**config.mk**
```make
export PLATFORM = sky130hd
export DESIGN_NAME = riffa_reg_rd_responder
export DESIGN_NICKNAME = d
export VERILOG_FILES = /design/src/rtl/riffa_reg_rd_responder.sv
export SDC_FILE = /design/constraint.sdc
export NUM_CORES = 1
export LEC_CHECK = 0
export ABC_AREA = 1
export BUFFER_PORTS_ARGS = -buffer_cell sky130_fd_sc_hd__buf_2
export CAP_MARGIN = 20
export CELL_PAD_IN_SITES_DETAIL_PLACEMENT = 0
export CELL_PAD_IN_SITES_GLOBAL_PLACEMENT = 1
export CORE_AREA = 2 2 711 713
export DETAILED_ROUTE_END_ITERATION = 16
export DIE_AREA = 0 0 713 715
export PLACE_DENSITY = 0.3
export SETUP_SLACK_MARGIN = 0.5
export SYNTH_ARGS = -nofsm -noshare
export SYNTH_HDL_FRONTEND = slang
export SYNTH_SLANG_ARGS = --single-unit
```
**constraint.sdc**
```tcl
create_clock -name clk -period 5.1 [get_ports clk]
set_input_delay 0.255 -clock clk [delete_from_list [all_inputs] [get_ports clk]]
set_output_delay 0.255 -clock clk [all_outputs]
set_load 0.02 [all_outputs]
```
**src/rtl/riffa_reg_rd_responder.sv**
```systemverilog
// Host-read responder for the channel register file: captures one 1-DW read,
// looks up the register value and returns a single completion.
module riffa_reg_rd_responder #(
  parameter int          C_NUM_CHNL         = 12,
  parameter int          C_CHNL_W           = 4,
  parameter logic [31:0] C_FPGA_NAME        = 32'h52494641,
  parameter int          TAG_W              = 8,
  parameter int          REQID_W            = 16,
  parameter int          LEN_W              = 10,
  parameter int          LOWADDR_W          = 7,
  parameter int          OFFSET_W           = 4,
  parameter int          CPLID_W            = 16,
  parameter int          SIG_CORESETTINGS_W = 32,
  parameter int          STAT_W             = 3,
  parameter int          BYTECNT_W          = 12
) (
  input  logic                          clk,
  input  logic                          reset_n,
  input  logic                          req_valid,
  output logic                          req_ready,
  input  logic [TAG_W-1:0]              req_tag,
  input  logic [REQID_W-1:0]            req_reqid,
  input  logic [LEN_W-1:0]              req_len,
  input  logic [LOWADDR_W-1:0]          req_lowaddr,
  input  logic [C_CHNL_W-1:0]           req_chnl,
  input  logic [OFFSET_W-1:0]           req_offset,
  input  logic [CPLID_W-1:0]            cfg_cplid,
  input  logic [SIG_CORESETTINGS_W-1:0] core_settings,
  input  logic [63:0]                   intr_vector,
  input  logic [32*C_NUM_CHNL-1:0]      tx_len,
  input  logic [32*C_NUM_CHNL-1:0]      tx_offlast,
  input  logic [32*C_NUM_CHNL-1:0]      rx_len_xferd,
  input  logic [32*C_NUM_CHNL-1:0]      tx_len_xferd,
  output logic [1:0]                    intr_rd,
  output logic [C_NUM_CHNL-1:0]         tx_len_rd,
  output logic                          cpl_valid,
  input  logic                          cpl_ready,
  output logic [TAG_W-1:0]              cpl_tag,
  output logic [REQID_W-1:0]            cpl_reqid,
  output logic [CPLID_W-1:0]            cpl_cplid,
  output logic [STAT_W-1:0]             cpl_status,
  output logic [LEN_W-1:0]              cpl_len,
  output logic [BYTECNT_W-1:0]          cpl_bytecnt,
  output logic [LOWADDR_W-1:0]          cpl_lowaddr,
  output logic [31:0]                   cpl_data
);

  typedef enum logic [1:0] {S_IDLE, S_CAP, S_CPL} state_t;

  state_t                  state_q, state_d;
  logic                    req_ready_q, req_ready_d;
  logic [TAG_W-1:0]        tag_q, tag_d;
  logic [REQID_W-1:0]      reqid_q, reqid_d;
  logic [LEN_W-1:0]        req_len_q, req_len_d;
  logic [LOWADDR_W-1:0]    lowaddr_q, lowaddr_d;
  logic [C_CHNL_W-1:0]     chnl_q, chnl_d;
  logic [OFFSET_W-1:0]     offset_q, offset_d;
  logic [CPLID_W-1:0]      cplid_q, cplid_d;
  logic [STAT_W-1:0]       status_q, status_d;
  logic [LEN_W-1:0]        cpl_len_q, cpl_len_d;
  logic [BYTECNT_W-1:0]    bytecnt_q, bytecnt_d;
  logic [31:0]             data_q, data_d;
  logic [1:0]              intr_pend_q, intr_pend_d;
  logic [C_NUM_CHNL-1:0]   txlen_pend_q, txlen_pend_d;
  logic                    sc;
  logic [31:0]             reg_val;
  logic                    cpl_hs;

  // Out-of-range channels match no slot and therefore read as zero.
  function automatic logic [31:0] chnl_word(input logic [32*C_NUM_CHNL-1:0] bus,
                                            input logic [C_CHNL_W-1:0] ch);
    logic [31:0] w;
    w = '0;
    for (int i = 0; i < C_NUM_CHNL; i++)
      if (ch == C_CHNL_W'(i)) w = bus[32*i +: 32];
    return w;
  endfunction

  always_comb begin
    state_d      = state_q;
    tag_d        = tag_q;
    reqid_d      = reqid_q;
    req_len_d    = req_len_q;
    lowaddr_d    = lowaddr_q;
    chnl_d       = chnl_q;
    offset_d     = offset_q;
    cplid_d      = cplid_q;
    status_d     = status_q;
    cpl_len_d    = cpl_len_q;
    bytecnt_d    = bytecnt_q;
    data_d       = data_q;
    intr_pend_d  = intr_pend_q;
    txlen_pend_d = txlen_pend_q;
    sc           = (req_len_q == LEN_W'(1));
    reg_val      = '0;

    case (offset_q)
      OFFSET_W'(8):  reg_val = chnl_word(tx_len, chnl_q);
      OFFSET_W'(9):  reg_val = chnl_word(tx_offlast, chnl_q);
      OFFSET_W'(10): reg_val = 32'(core_settings);
      OFFSET_W'(11): reg_val = intr_vector[31:0];
      OFFSET_W'(12): reg_val = intr_vector[63:32];
      OFFSET_W'(13): reg_val = chnl_word(rx_len_xferd, chnl_q);
      OFFSET_W'(14): reg_val = chnl_word(tx_len_xferd, chnl_q);
      OFFSET_W'(15): reg_val = C_FPGA_NAME;
      default:       reg_val = '0;
    endcase

    case (state_q)
      S_IDLE: begin
        if (req_valid && req_ready_q) begin
          tag_d     = req_tag;
          reqid_d   = req_reqid;
          req_len_d = req_len;
          lowaddr_d = req_lowaddr;
          chnl_d    = req_chnl;
          offset_d  = req_offset;
          cplid_d   = cfg_cplid;
          state_d   = S_CAP;
        end
      end
      S_CAP: begin
        status_d     = sc ? STAT_W'(0) : STAT_W'(1);
        cpl_len_d    = sc ? LEN_W'(1) : LEN_W'(0);
        bytecnt_d    = sc ? BYTECNT_W'(4) : BYTECNT_W'(0);
        data_d       = sc ? reg_val : 32'h0;
        intr_pend_d  = {sc && (offset_q == OFFSET_W'(12)), sc && (offset_q == OFFSET_W'(11))};
        txlen_pend_d = (sc && (offset_q == OFFSET_W'(8)))
                       ? (C_NUM_CHNL'(1) << chnl_q) : '0;
        state_d      = S_CPL;
      end
      S_CPL: begin
        if (cpl_ready) state_d = S_IDLE;
      end
      default: state_d = S_IDLE;
    endcase

    req_ready_d = (state_d == S_IDLE);
  end

  always_ff @(posedge clk or negedge reset_n) begin
    if (!reset_n) begin
      state_q      <= S_IDLE;
      req_ready_q  <= 1'b0;
      tag_q        <= '0;
      reqid_q      <= '0;
      req_len_q    <= '0;
      lowaddr_q    <= '0;
      chnl_q       <= '0;
      offset_q     <= '0;
      cplid_q      <= '0;
      status_q     <= '0;
      cpl_len_q    <= '0;
      bytecnt_q    <= '0;
      data_q       <= '0;
      intr_pend_q  <= '0;
      txlen_pend_q <= '0;
    end else begin
      state_q      <= state_d;
      req_ready_q  <= req_ready_d;
      tag_q        <= tag_d;
      reqid_q      <= reqid_d;
      req_len_q    <= req_len_d;
      lowaddr_q    <= lowaddr_d;
      chnl_q       <= chnl_d;
      offset_q     <= offset_d;
      cplid_q      <= cplid_d;
      status_q     <= status_d;
      cpl_len_q    <= cpl_len_d;
      bytecnt_q    <= bytecnt_d;
      data_q       <= data_d;
      intr_pend_q  <= intr_pend_d;
      txlen_pend_q <= txlen_pend_d;
    end
  end

  // Read-side-effect pulses fire only in the handshake cycle of the completion.
  assign cpl_valid   = (state_q == S_CPL);
  assign cpl_hs      = cpl_valid && cpl_ready;
  assign intr_rd     = intr_pend_q & {2{cpl_hs}};
  assign tx_len_rd   = txlen_pend_q & {C_NUM_CHNL{cpl_hs}};
  assign req_ready   = req_ready_q;
  assign cpl_tag     = tag_q;
  assign cpl_reqid   = reqid_q;
  assign cpl_cplid   = cplid_q;
  assign cpl_status  = status_q;
  assign cpl_len     = cpl_len_q;
  assign cpl_bytecnt = bytecnt_q;
  assign cpl_lowaddr = lowaddr_q;
  assign cpl_data    = data_q;

endmodule
```
==> summary.md, run 1 <==
| Metric | Value |
|---|---|
| Status | finished, final reports clean |
| Max Cap Viol | 0 |
| Grt ovf | 0 |
| Post-route minimum period | 4.135 ns |
| FP Rows | 261 |
| Vias per cell | 2.737 |
| CTS buffer count | 21 |
| Tot Pwr | 19.71 mW |
| Setup crit start kind | register |
| Worst IR drop on VDD | 0.2532 mV |
| Place WS | 0.7102 ns |
| Final core utilization | 7.585% |
| Most instantiated library cell after synthesis | nand2_1 |
| Maximum clock rate | 241.8 MHz |
| Final nets | 7239 |
| Layout cell share with drive strength beyond 1 | 38.77% |
| Post-synthesis async set-or-reset flop share | 100.0% |
| Crit-path cells | inv_1, nand2_1, nor2_4, buf_12, nand2_1, nand3_1, nor2_1, nand4_1, nor2_1, buf_4, nand4_1, nand2_1, nand2_1, o21ai_1, nand2_1 |
| Least-Margin Pin Slew | 1.067 ns |
| CTS tree | built |
| Worst Hold Class | in2reg |
| Final Cycle Share | 81.08% |
| Clk slew on worst S/H paths | 0.08 ns |
| Fin Hold WS | 0.08833 ns |
| Slowest cell on the critical path | nor2_1 |
| Post-DP HPWL | 324500 um |
| Max Slew Vio Count | 0 |
| RSZ-0062 raised after global routing | no |
| Setup ws final | 0.9648 ns |
| Leakage | 18.40 nW |
| Clock Path Buffers | 3 |
| Area of the multi-input gates | 13320 um^2 |
| Endpoint, Worst Hold | cpl_tag[2] |
| Clock latency at the later pin of the worst-skew pair | 0.56 ns |
| Register bit total from synthesis | 116 |
| Core Area | 502900 um^2 |
| Final Hold Viols | 0 |
| Starting Density | 3.667% |
| WL final | 367100 um |
| Synth Cell Area | 18440 um^2 |
| IO Pins | 1821 |
| Worst slew margin | 28.89% |
| # resized after CTS | 0 |
| CP startpoint | chnl_q[0] |
| DR iter-0 viols | 2156 |
| Synth warnings | 0 |
| Initial antenna violation count | 337 |
| Drt pass-1 iters | 7 |
| Area grow syn2layout | 106.9% |
| Clock tree sinks | 116 |
| Filler instances | 60537 |
| H-tree depth | 4 |
| WL per Instance | 29.78 um |
| Number of flops mapped to enable cells by yosys | 0 |
| DRC errors left | 0 |
| Antenna viol nets, final | 0 |
| Main synth FF type | dfrtp_1 |
| GP Congestion | 0.8462 |
| Share of the synthesized area in the top cell type | 31.45% |
| Top post-synthesis cells by area | nand2_1 31%, dfrtp_1 16%, nand3_1 7.7%, inv_1 7.2%, a21oi_1 7.1% |
| CP required | 5.52 ns |
| Hold Startpoint | req_tag[2] |
| Post-Synthesis Cells | 3713 |
| Die width | 713 um |
| Synth area leader | nand2_1 |
| FF-to-FF Start | chnl_q[0] |
| P per Cell Area | 516.6 nW/um^2 |
| Seq/Total Area, Yosys | 15.74% |
| Setup TNS | 0 ns |
| Commonest cells post-synth | 1545 x nand2_1, 355 x inv_1, 344 x nor2_1 |
| Largest net degree at the start of global routing | 72 |
| Global Route Usage Sum | 13.77% |
| Worst R2R Setup Slack | 0.96 ns |
| Crit path kind | reg2reg |
| Critical Path AT | 4.56 ns |
| Avg Cell Area, Syn | 4.966 um^2 |
| Library cells used by synthesis | 28 |
| Reg-to-Reg End | cpl_data[15] |
| Die Span Y | 715 um |
| Hold Path Cell Cnt | 3 |
| Vias in the first global route | 33981 |
| Port buffer count | 1798 |
| Maximum fanout along the worst path | 22 |
| Die ar. | 509800 um^2 |
| Crit-path most repeated cell | nand2_1 |
| Storage element area | 2903 um^2 |
| Clock root buffer | clkbuf_16 |
| First-pass GRT wire length | 438700 um |
| Via Count | 33734 |
| Reg2Reg Depth | 15 |
| Slowest stage delay, CP | 0.62 ns |
| Setup Skew | 0.04168 ns |
| Setup violators final | 0 |
| Crit. End Element | register |
-- flip-flops by register name, summed over array words and instances (netlist names), 4 cells and up --
name          flops
chnl_q            4
cpl_cplid        16
cpl_data         32
cpl_lowaddr       7
cpl_reqid        16
cpl_tag           8
offset_q          4
req_len_q        10
txlen_pend_q     12
-- final cells by class --
type / instances / area share (%)
timing repair buffer: 2042 / 29.76
clock buffer: 29 / 1.561
sequential: 116 / 7.610
inverter: 365 / 3.651
antenna: 70 / 0.4592
tap: 6706 / 22.00
clock inverter: 4 / 0.05248
multi-input combinational: 2992 / 34.91
-- critical path: cells and delay by family, from the launching register on --
kind | cells | cell delay, ns
AOI/OAI and AO/OA | 1 | 0.15
and+or+nand+nor | 11 | 2.61
buffers and inverters | 3 | 0.60
DFF | 1 | 0.50
-- repair_timing --
action,CTS,global route
endpoints found under the hold margin,133,0
hold buffers,65,0
setup buffers,0,0
-- where the power goes --
part	internal (mW)	switching (mW)
Clock	0.816	0.746
Combinational	3.68	13.1
Sequential	1.18	0.183
-- cells in the final DEF (no fill, tap or decap), types with 21 or more instances in the layout --
master,synthesis,routed
a21oi_1,260,258
buf_12,0,26
buf_2,34,1797
buf_4,23,150
clkbuf_16,0,21
conb_1,1,22
dfrtp_1,116,116
diode_2,0,70
dlygate4sd3_1,0,65
inv_1,355,351
nand2_1,1545,1544
nand3_1,283,283
nand4_1,203,203
nor2_1,344,329
o21ai_0,140,139
or2_0,35,35
or2_2,99,99
-- kinds of logic after synthesis --
family,after synthesis,synth area share (%)
other,1,0.02034
AND/OR/NAND/NOR,2527,58.21
flip-flops,116,15.74
AO/OA/AOI/OAI,443,12.59
buffers and inverters,626,13.44
-- worst max-delay path by stage --
| stage | cells after the start | to |
|---|---|---|
| final | 15 | cpl_data[15] |
| after global routing | 18 | cpl_data[12] |
| after CTS | 18 | cpl_data[12] |
| after detailed placement | 18 | cpl_data[12] |
| after global placement | 18 | cpl_data[1] |
| after floorplan | 14 | cpl_data[31] |
-- layer usage --
metal | global-route usage, % | share of wire [%]
met5 | 0 | 0.29
met4 | 1.399 | 1.4
met3 | 3.443 | 7.1
met2 | 23.90 | 48
met1 | 17.64 | 43
-- through the flow --
stage,instances,instance area [um^2]
after floorplan,3734,18520
after global placement,12152,36650
after detailed placement,12156,36710
after CTS,12254,37970
after global routing,12276,38030
final,12324,38150
No activity file was read; power rests on OpenSTA's default activity.
==> run 2, diff against run 1 <==
- CORE_AREA: 2 2 711 713 -> 2 2 702 704
- DIE_AREA: 0 0 713 715 -> 0 0 704 706
- clock period: 5.1 -> 4.14 ns (I/O delays scaled with it)
==> summary.md, run 2 (synthesis gave the netlist of run 1 again) <==
| Metric | Value |
|---|---|
| Hold Startpoint | tx_len[335] |
| Setup ws final | 0.4546 ns |
| Post-route minimum period | 3.685 ns |
| Crit path kind | reg2reg |
| Global Route Usage Sum | 14.01% |
| Setup Skew | 0.05360 ns |
| Setup TNS | 0 ns |
| DRC errors left | 0 |
| P per Cell Area | 658.2 nW/um^2 |
| RSZ-0062 raised after global routing | yes |
| Critical Path AT | 4.11 ns |
| Starting Density | 3.770% |
| Via Count | 34041 |
| CTS tree | built |
| Leakage | 18.83 nW |
| Post-DP HPWL | 321900 um |
| DR iter-0 viols | 2303 |
| Crit. End Element | register |
| IO Pins | 1821 |
| Die width | 704 um |
| Layout cell share with drive strength beyond 1 | 39.97% |
| Clock root buffer | clkbuf_16 |
| Clk slew on worst S/H paths | 0.07 ns |
| Core Area | 489100 um^2 |
| FF-to-FF Start | chnl_q[0] |
| Final Cycle Share | 89.02% |
| Max FFs per register | 32 |
| Vias per cell | 2.782 |
| Commonest cells after routing, fill and taps aside | 1797 x buf_2, 1526 x nand2_1, 351 x inv_1 |
| WL final | 363700 um |
| First-pass GRT wire length | 437600 um |
| Status | finished, final reports clean |
| CP startpoint | chnl_q[0] |
| Final Hold Viols | 0 |
| Vias in the first global route | 34242 |
| Maximum clock rate | 271.3 MHz |
| Worst IR drop on VDD | 0.3774 mV |
| CTS buffer count | 21 |
| Area of the multi-input gates | 13460 um^2 |
| Die Span Y | 706 um |
| Commonest non-fill, non-tap cell in the layout | buf_2 |
| Crit-path cells | inv_1, nand2_2, nor2_4, buf_12, buf_12, a21oi_2, nand4_1, nand2_2, nand4_1, nand2_2, nand3_1, o21ai_0, nand2_1 |
| H-tree depth | 4 |
| Grt ovf | 0 |
| Die ar. | 497000 um^2 |
| Worst Hold Class | in2reg |
| Port buffer count | 1798 |
| Filler instances | 58804 |
| Clock tree sinks | 116 |
| Antenna viol nets, final | 0 |
| Place WS | -0.4692 ns |
| Storage element area | 2905 um^2 |
| Area grow syn2layout | 111.3% |
| Largest net degree at the start of global routing | 71 |
| WL per Instance | 29.73 um |
| Slowest cell on the critical path | nand4_1 |
| Clock Path Buffers | 3 |
| Initial antenna violation count | 307 |
| Final nets | 7298 |
| Max Cap Viol | 0 |
| Clock latency at the later pin of the worst-skew pair | 0.58 ns |
| Drt pass-1 iters | 5 |
| Maximum fanout along the worst path | 53 |
| Slowest stage delay, CP | 0.76 ns |
| GP Congestion | 0.8538 |
| FP Rows | 257 |
| CP required | 4.57 ns |
| Final non-filler cell total | 12234 |
| Max Slew Vio Count | 0 |
| Setup crit start kind | register |
| Crit-path most repeated cell | nand2_2 |
| Setup violators final | 0 |
| Worst slew margin | 33.39% |
| Dpl cells | 11970 |
| Least-Margin Pin Slew | 0.9962 ns |
run 2: final cells by class:
type / count / area share [%]
inverter: 365 / 3.584
timing repair buffer: 2101 / 30.97
multi-input combinational: 2992 / 34.54
sequential: 116 / 7.456
tap: 6475 / 20.79
clock buffer: 28 / 1.545
clock inverter: 5 / 0.1413
antenna: 152 / 0.9762
run 2: repair_timing:
item | in CTS | in global routing
endpoints found under the setup margin | 20 | 14
pin swaps | 6 | 10
buffers inserted | 4 | 1
gates resized for setup | 41 | 17
endpoints found under the hold margin | 128 | 0
hold buffers | 74 | 0
run 2: path summary, 6_finish.rpt:
kind,cells after the start,slack (ns),endpoint
min in group asynchronous,2,0.24,cpl_cplid[6]
worst min register to register,2,0.47,req_len_q[5]
max in group asynchronous,3,2.79,chnl_q[0]
worst max register to register,13,0.45,cpl_data[26]
worst min-delay path,7,0.1,cpl_data[15]
worst max-delay path,13,0.45,cpl_data[26]
run 2: per-layer routing:
layer,GRT usage [%],routed length [um],up-vias,part of all wire [%]
met5,0,940,-,0.26
met4,1.624,5652,152,1.6
met3,4.165,26330,459,7.2
met2,24.10,172800,1720,48
met1,17.65,157900,16015,43
li1,-,-,15695,-
run 2: critical path: cells and delay by family, from the launching register on:
family                 cells  cell delay, ns
and+or+nand+nor            8            1.87
buffers and inverters      3            0.54
DFF                        1            0.46
AOI/OAI and AO/OA          2            0.42
run 2: metrics by stage:
step	utilization (%)	hold slack [ns]	area [um^2]	total power, mW
after floorplan	-	-0.08859	18520	8.299
after global placement	7.550	0.2924	36930	24.85
after detailed placement	7.554	0.3061	36950	24.73
after CTS	7.877	0.002468	38520	27.19
after global routing	7.914	0.09329	38710	28.00
final	7.967	0.09532	38960	25.64
run 2: power breakdown:
part	internal, mW	switching (mW)	total, mW
Combinational	5.34	16.6	21.9
Sequential	1.46	0.242	1.70
Clock	1.08	0.931	2.01
Total	7.88	17.8	25.6
